`src/rtl/reg_file_sb_if.sv`:
```
// Writeback, read, reservation and scoreboard signals of the scoreboarded register file.
interface reg_file_sb_if #(
  parameter int W  = 8,
  parameter int D  = 4,
  parameter int NR = 2
);
  logic              write_en;
  logic [D-1:0]      waddr;
  logic [W-1:0]      data_in;
  logic [NR*D-1:0]   raddr;
  logic [NR*W-1:0]   data_out;
  logic [NR-1:0]     rd_busy;
  logic              rsv_en;
  logic [D-1:0]      rsv_addr;
  logic              rsv_ack;
  logic              flush;
  logic [2**D-1:0]   busy_vec;

  modport master (
    output write_en, waddr, data_in, raddr, rsv_en, rsv_addr, flush,
    input  data_out, rd_busy, rsv_ack, busy_vec
  );

  modport slave (
    input  write_en, waddr, data_in, raddr, rsv_en, rsv_addr, flush,
    output data_out, rd_busy, rsv_ack, busy_vec
  );
endinterface

```
`src/rtl/reg_file_sb.sv`:
```
// Register file with NR combinational read ports, one writeback port and a busy-bit scoreboard.
// Define REG_FILE_BYPASS_EN to forward same-cycle writeback data/busy state to the read ports.
module reg_file_sb #(
  parameter int W  = 8,
  parameter int D  = 4,
  parameter int NR = 2
) (
  input logic          CLK,
  input logic          RST_N,
  reg_file_sb_if.slave bus
);
  localparam int N = 2**D;

  logic [W-1:0]    mem_q [N];
  logic [N-1:0]    busy_q;
  logic [N-1:0]    busy_d;
  logic            wr_hit;
  logic            rsv_ack;
  logic [NR*W-1:0] dout;
  logic [NR-1:0]   rdb;
  logic [D-1:0]    ra;

  // Gating with RST_N keeps reset-time inputs from reaching outputs through the bypass.
  assign wr_hit = RST_N && bus.write_en && (bus.waddr != '0);

  always_comb begin
    rsv_ack = RST_N && bus.rsv_en && !bus.flush && (bus.rsv_addr != '0) &&
              (!busy_q[bus.rsv_addr] || (wr_hit && (bus.waddr == bus.rsv_addr)));
  end

  // A reservation wins over a same-address writeback clear; flush wins over both.
  always_comb begin
    busy_d = busy_q;
    if (bus.flush) begin
      busy_d = '0;
    end else begin
      if (wr_hit)  busy_d[bus.waddr]    = 1'b0;
      if (rsv_ack) busy_d[bus.rsv_addr] = 1'b1;
    end
    busy_d[0] = 1'b0;
  end

  always_ff @(posedge CLK or negedge RST_N) begin
    if (!RST_N) begin
      busy_q <= '0;
      for (int k = 0; k < N; k++) mem_q[k] <= '0;
    end else begin
      busy_q <= busy_d;
      if (wr_hit) mem_q[bus.waddr] <= bus.data_in;
    end
  end

  always_comb begin
    dout = '0;
    rdb  = '0;
    ra   = '0;
    for (int i = 0; i < NR; i++) begin
      ra = bus.raddr[i*D +: D];
      if (ra != '0) begin
        dout[i*W +: W] = mem_q[ra];
        rdb[i]         = busy_q[ra];
      end
`ifdef REG_FILE_BYPASS_EN
      if (wr_hit && (ra == bus.waddr)) begin
        dout[i*W +: W] = bus.data_in;
        rdb[i]         = rsv_ack && (bus.rsv_addr == bus.waddr);
      end
`endif
    end
  end

  assign bus.data_out = dout;
  assign bus.rd_busy  = rdb;
  assign bus.rsv_ack  = rsv_ack;
  assign bus.busy_vec = busy_q;
endmodule
```
`src/flat_wrapper.sv`:
```
// flat-port wrapper written by rule: the top's interface ports become plain ports
module reg_file_sb_flat 
#(
  parameter int W  = 8,
  parameter int D  = 4,
  parameter int NR = 2
)
  (CLK, RST_N, bus_write_en, bus_waddr, bus_data_in, bus_raddr, bus_rsv_en, bus_rsv_addr, bus_flush, bus_data_out, bus_rd_busy, bus_rsv_ack, bus_busy_vec);
  reg_file_sb_if #(.W(W), .D(D), .NR(NR)) bus_i ();
  input logic CLK;
  input logic RST_N;
  input wire logic [$bits(bus_i.write_en)-1:0] bus_write_en;
  input wire logic [$bits(bus_i.waddr)-1:0] bus_waddr;
  input wire logic [$bits(bus_i.data_in)-1:0] bus_data_in;
  input wire logic [$bits(bus_i.raddr)-1:0] bus_raddr;
  input wire logic [$bits(bus_i.rsv_en)-1:0] bus_rsv_en;
  input wire logic [$bits(bus_i.rsv_addr)-1:0] bus_rsv_addr;
  input wire logic [$bits(bus_i.flush)-1:0] bus_flush;
  output wire logic [$bits(bus_i.data_out)-1:0] bus_data_out;
  output wire logic [$bits(bus_i.rd_busy)-1:0] bus_rd_busy;
  output wire logic [$bits(bus_i.rsv_ack)-1:0] bus_rsv_ack;
  output wire logic [$bits(bus_i.busy_vec)-1:0] bus_busy_vec;
  assign bus_i.write_en = bus_write_en;
  assign bus_i.waddr = bus_waddr;
  assign bus_i.data_in = bus_data_in;
  assign bus_i.raddr = bus_raddr;
  assign bus_i.rsv_en = bus_rsv_en;
  assign bus_i.rsv_addr = bus_rsv_addr;
  assign bus_i.flush = bus_flush;
  assign bus_data_out = bus_i.data_out;
  assign bus_rd_busy = bus_i.rd_busy;
  assign bus_rsv_ack = bus_i.rsv_ack;
  assign bus_busy_vec = bus_i.busy_vec;
  reg_file_sb #(.W(W), .D(D), .NR(NR)) u_core (.CLK(CLK), .RST_N(RST_N), .bus(bus_i));
endmodule
```
`config.mk`:
```
export PLATFORM = sky130hd
export DESIGN_NAME = reg_file_sb_flat
export DESIGN_NICKNAME = d
export VERILOG_FILES = /design/src/rtl/reg_file_sb_if.sv /design/src/rtl/reg_file_sb.sv /design/src/flat_wrapper.sv
export SDC_FILE = /design/constraint.sdc
export NUM_CORES = 1
export LEC_CHECK = 0
export BUFFER_PORTS_ARGS = -buffer_cell sky130_fd_sc_hd__buf_2
export CAP_MARGIN = 20
export CORE_UTILIZATION = 62
export CTS_BUF_LIST = sky130_fd_sc_hd__clkbuf_8
export CTS_CLUSTER_DIAMETER = 150
export CTS_CLUSTER_SIZE = 10
export DETAILED_ROUTE_END_ITERATION = 8
export MAX_ROUTING_LAYER = met4
export PLACE_DENSITY = 0.79
export SLEW_MARGIN = 0
export SYNTH_ARGS = -nofsm -noshare
export SYNTH_HDL_FRONTEND = slang
export SYNTH_SLANG_ARGS = --single-unit
export TNS_END_PERCENT = 100
```
`constraint.sdc`:
```
create_clock -name CLK -period 2 [get_ports CLK]
set_input_delay 0.2 -clock CLK [delete_from_list [all_inputs] [get_ports CLK]]
set_output_delay 0.2 -clock CLK [all_outputs]
set_load 0.1 [all_outputs]
```
# Word-level counts from Yosys, hierarchy flattened
# Index checks and enable logic that the tools add are counted.
# word_totals
latchBits	0
memories	0
mem_bits_ro	0
regBits	143
ramBits	0
# classes
n_reduce_logical	17
eq_ne	1
mux	27
add_sub_neg	0
multipliers	0
div_mod_pow	0
order_cmp	10
bitwise_logic	6
shifts	0
# op_table
cell	count
128-bit bitwise mux	1
8-bit binary-select mux with 4-bit select	2
16-bit 2-to-1 mux	4
8-bit 2-to-1 mux	7
8-bit demux with 4-bit select	1
4-bit by 5-bit less-than comparator with 1-bit output, second input constant	4
16-bit bitwise AND	1
16-bit NOT	1
16-bit bitwise OR	1
4-bit nonzero test	4
5-bit >= comparator, second input constant	3
4-bit NOT with 5-bit output	3
1-bit binary-select mux with 4-bit select	3
1-bit logical AND	10
1-bit demux with 4-bit select	2
4-bit by 1-bit >= comparator with 1-bit output, second input constant	2
1-bit 2-to-1 mux	7
5-bit by 1-bit less-than comparator with 1-bit output, second input constant	1
4-bit equality test	1
1-bit zero test	2
1-bit logical OR	1

# Logic depth before layout (Yosys ltp)
# logic_depth
depth_word	11
ltp_mapped	8
ltp_nobuf	5

# Worst setup path before layout
# No wires, ideal clock.
# synth_timing
path_kind	reg-to-output
startpoint	register u_core.busy_q[15], in the netlist u_core.bus.busy_vec[15]
endpoint	output port bus_rsv_ack
path_slack_ps	-709
path_stages_with_launch	5
t_arrival_ps	2509
required_ps	1800
path_cell_list	dfrtp_1 > mux2i_1 > mux4_2 > nor3b_1 > or3_1
# synth_between
elab_chain_len	5
# synth_rtl
item	line	source
start, declared	reg_file_sb.sv:15	logic [N-1:0] busy_q;
start signal, assigned	reg_file_sb.sv:48	busy_q <= busy_d;
1-bit binary-select mux with 4-bit select	reg_file_sb.sv:28	(!busy_q[bus.rsv_addr] || (wr_hit && (bus.waddr == bus.rsv_addr)));
1-bit 2-to-1 mux (implied by the code)	reg_file_sb.sv:28	
1-bit zero test	reg_file_sb.sv:28	
1-bit logical OR	reg_file_sb.sv:28	
1-bit logical AND	reg_file_sb.sv:27	rsv_ack = RST_N && bus.rsv_en && !bus.flush && (bus.rsv_addr != '0) &&
end, declared	flat_wrapper.sv:21	output wire logic [$bits(bus_i.rsv_ack)-1:0] bus_rsv_ack;
# No other way between the ends. The select of a mux whose other input is x is not followed.

# Worst setup path after layout
# layout_timing
startpoint	register u_core.mem_q[88] (netlist bit)
endpoint	output port bus_data_out[0]
# layout_between
elab_chain_len	4
# layout_rtl
item	line	source
start, declared	reg_file_sb.sv:14	logic [W-1:0] mem_q [N];
start signal, assigned by index	reg_file_sb.sv:49	if (wr_hit) mem_q[bus.waddr] <= bus.data_in;
8-bit binary-select mux with 4-bit select	reg_file_sb.sv:60	dout[i*W +: W] = mem_q[ra];
8-bit 2-to-1 mux (implied by the code) (2 in series)	reg_file_sb.sv:60	
8-bit 2-to-1 mux	reg_file_sb.sv:59	if (ra != '0) begin
end, declared	flat_wrapper.sv:19	output wire logic [$bits(bus_i.data_out)-1:0] bus_data_out;
# No other way between the ends. The select of a mux whose other input is x is not followed.

==> out/qor.yml <==
htree_levels: 4
use_met3: 0.1139
rr_worst_depth: 6
status: "finished with violations"
fillers: 705
drc: 0
synth_ff_type: "dfrtp_1"
gr-max-usage-layer: "met2"
die-area_sq_um: 13250
critical_path_required_ns: 1.80
hold_class: "input port to flop"
cp.arrival_ns: 2.21
whs_path_depth: 3
fin_crit_ns: 2.406
syn_area_sq_um: 7933
final_net_count: 723
grt_overflow: 0
area_growth_pct: 20.62
diodes: 0
ioPinCount: 64
grt_setup_unrepaired: "yes"
first_global_vias: 5939
drive_above_1_share: 0.6124
final_max_slew_viol_count: 0
timing.rr.start: "u_core.bus.busy_vec[15]"
cp-end-kind: "output port"
synth.distinct_cells: 46
clock_sinks: 135
pwr_density_cell_nw_per_um2: 916.4
ys_warn_count: 0
start_util: 0.6469
fin_tns_setup_ns: -6.092
worstReg2RegEnd: "u_core.bus.busy_vec[14]"
clk_latency_ns: 0.45
ys_seq_elements: 135
grt_pass1_wl_mm: 33.22
critPathKind: "flop to output port"
fp.dieH_um: 115.1
design_area_sq_um: 9568
worstSetupStartpoint: "u_core.mem_q[88]"
worst_slack_ns: -0.4059
path_clk_slew_ns: 0.08
finalClockSkew_ns: 0.004450
crit_path_start_kind: "flop"
slew_headroom: 0.5877
critPathMaxFanout: 3
ant_nets: 0
cap_violations: 0
grt_use_met2: 0.5486
routed_wl_mm: 21.01
grt_use_met1: 0.4492
synthArstFlopShare: 1.000
leakage_nw: 4.195
antenna_found_initial: 0
cts_buffers: 17
synth.net_count: 616
finalHoldViolations: 0
finalCritPeriodShare: 1.203
yosysTopAreaCellShare: 0.4259
r2r_slack_ns: 0.14
rows: 40
ys_seq_area_frac: 0.4259
worst_pin_slew_ns: 0.6184
clk_path_buf_depth: 2
wl_per_cell_um: 24.01
violations: "negative setup slack"
grt_max_degree: 62
fmax_ghz: 0.4156
gp_congestion: 0.9424
cts_tree: "yes"
port_buffers: 62
postPlaceCellArea_sq_um: 8758
vdd_ir_drop_max_mv: 0.6103
place_hpwl_mm: 14.59
synthCells: 587
avgSynthCellArea_sq_um: 13.51
vias: 5747
grt.total_usage: 0.3582
critPathCapture: "bus_data_out[0]"
core_sq_um: 12260
first_iter_violations: 492
cts_root_buf: "clkbuf_8"
yosys.area.top_type: "dfrtp_1"
first_pass_iters: 5
yosys-top-cells-area: "dfrtp_1 43%, mux2_2 22%, mux4_1 8.9%"
die_x_um: 115.1
viasPerCell: 6.568
synth_edf_count: 0
setup_viol: 19
synthesized netlist by cell type (9+ instances only):
cell and number:
a22oi_1 15, o32ai_1 11, o21ai_0 21, dfrtp_1 135, mux4_1 27, clkbuf_1 16, nand2_1 67, nor2_2 9
inv_1 12, mux4_2 24, buf_2 15, mux2_2 153
critical path, cell delays in order, from the launching register on:
cell and delay (ns):
dfrtp_1 0.40, mux4_4 0.59, mux2_4 0.30, a22oi_2 0.19
nand2_2 0.10, buf_12 0.17
layout make-up:
class                   count  area, sq um  area share
multi-input cells         392         4295      0.4489
clock inverters            13        153.9     0.01608
repair buffers            136         1182      0.1236
inverters                  12        45.04    0.004708
clock buffers              19        261.5     0.02733
flip-flops and latches    135         3420      0.3574
well taps                 168        210.2     0.02197
worst min-delay path by stage:
| stage | from | endpoint |
|---|---|---|
| after floorplan | RST_N | u_core.bus.busy_vec[10] |
| after global placement | RST_N | u_core.bus.busy_vec[4] |
| after detailed placement | RST_N | u_core.bus.busy_vec[4] |
| after CTS | bus_rsv_addr[2] | u_core.bus.busy_vec[4] |
| after global routing | bus_rsv_addr[2] | u_core.bus.busy_vec[4] |
| final | bus_rsv_addr[2] | u_core.bus.busy_vec[4] |
logic make-up after synthesis:
family | count (synthesis) | share of synthesized area
buffers and inverters | 60 | 0.04511
XOR/XNOR | 3 | 0.003313
other | 1 | 0.0004727
AND/OR/NAND/NOR | 113 | 0.07066
AO/OA/AOI/OAI | 57 | 0.04890
flip-flops | 135 | 0.4259
multiplexers | 218 | 0.4057
registers in the layout, summed over array words and instances, names as in the netlist:
| register | cells |
|---|---|
| u_core.bus.busy_vec | 15 |
| u_core.mem_q | 120 |
timing repair:
action | CTS | global route
hold buffers | 1 | 0
buffers inserted | 10 | 2
resized for setup | 112 | 6
pin swaps | 22 | 2
endpoints found under the hold margin | 74 | 0
setup endpoints to repair | 19 | 80
per-stage QoR:
| step | total power, mW | hold slack, ns | cells | utilization | setup WS, ns |
|---|---|---|---|---|---|
| 4_1_cts | 8.742 | 0.04253 | 873 | 0.7788 | -0.4093 |
| 3_3_place_gp | 5.821 | -0.002948 | 830 | 0.7143 | -0.2314 |
| 6_report | 8.768 | 0.07329 | 875 | 0.7803 | -0.4059 |
| 3_5_place_dp | 5.968 | -0.003371 | 830 | 0.7143 | -0.2605 |
| 5_1_grt | 9.116 | 0.07640 | 875 | 0.7803 | -0.4635 |
| 2_1_floorplan | 5.352 | -0.09559 | 587 | - | -0.09451 |
placed cells by master (no fill, tap or decap), types with 19 or more instances in the layout:
cell type / n
o21ai_0: 21
dfrtp_1: 120
buf_2: 42
clkbuf_8: 19
buf_4: 68
buf_12: 19
mux2_2: 139
nand2_1: 52
mux4_2: 46
layer usage:
| layer | wire [um] | share of wire | up-vias |
|---|---|---|---|
| met5 | 0 | 0 | - |
| met4 | 497 | 0.024 | 0 |
| met3 | 2129 | 0.10 | 60 |
| met2 | 10210 | 0.49 | 358 |
| met1 | 8170 | 0.39 | 2899 |
| li1 | - | - | 2430 |
power breakdown:
| group | internal [mW] | total (mW) | switching [mW] | leakage (nW) |
|---|---|---|---|---|
| Sequential | 3.21 | 3.58 | 0.377 | 1.72 |
| Clock | 1.29 | 2.35 | 1.06 | 0.214 |
| Combinational | 1.43 | 2.83 | 1.41 | 2.26 |
Note: power is estimated with default switching activity, not from simulation.
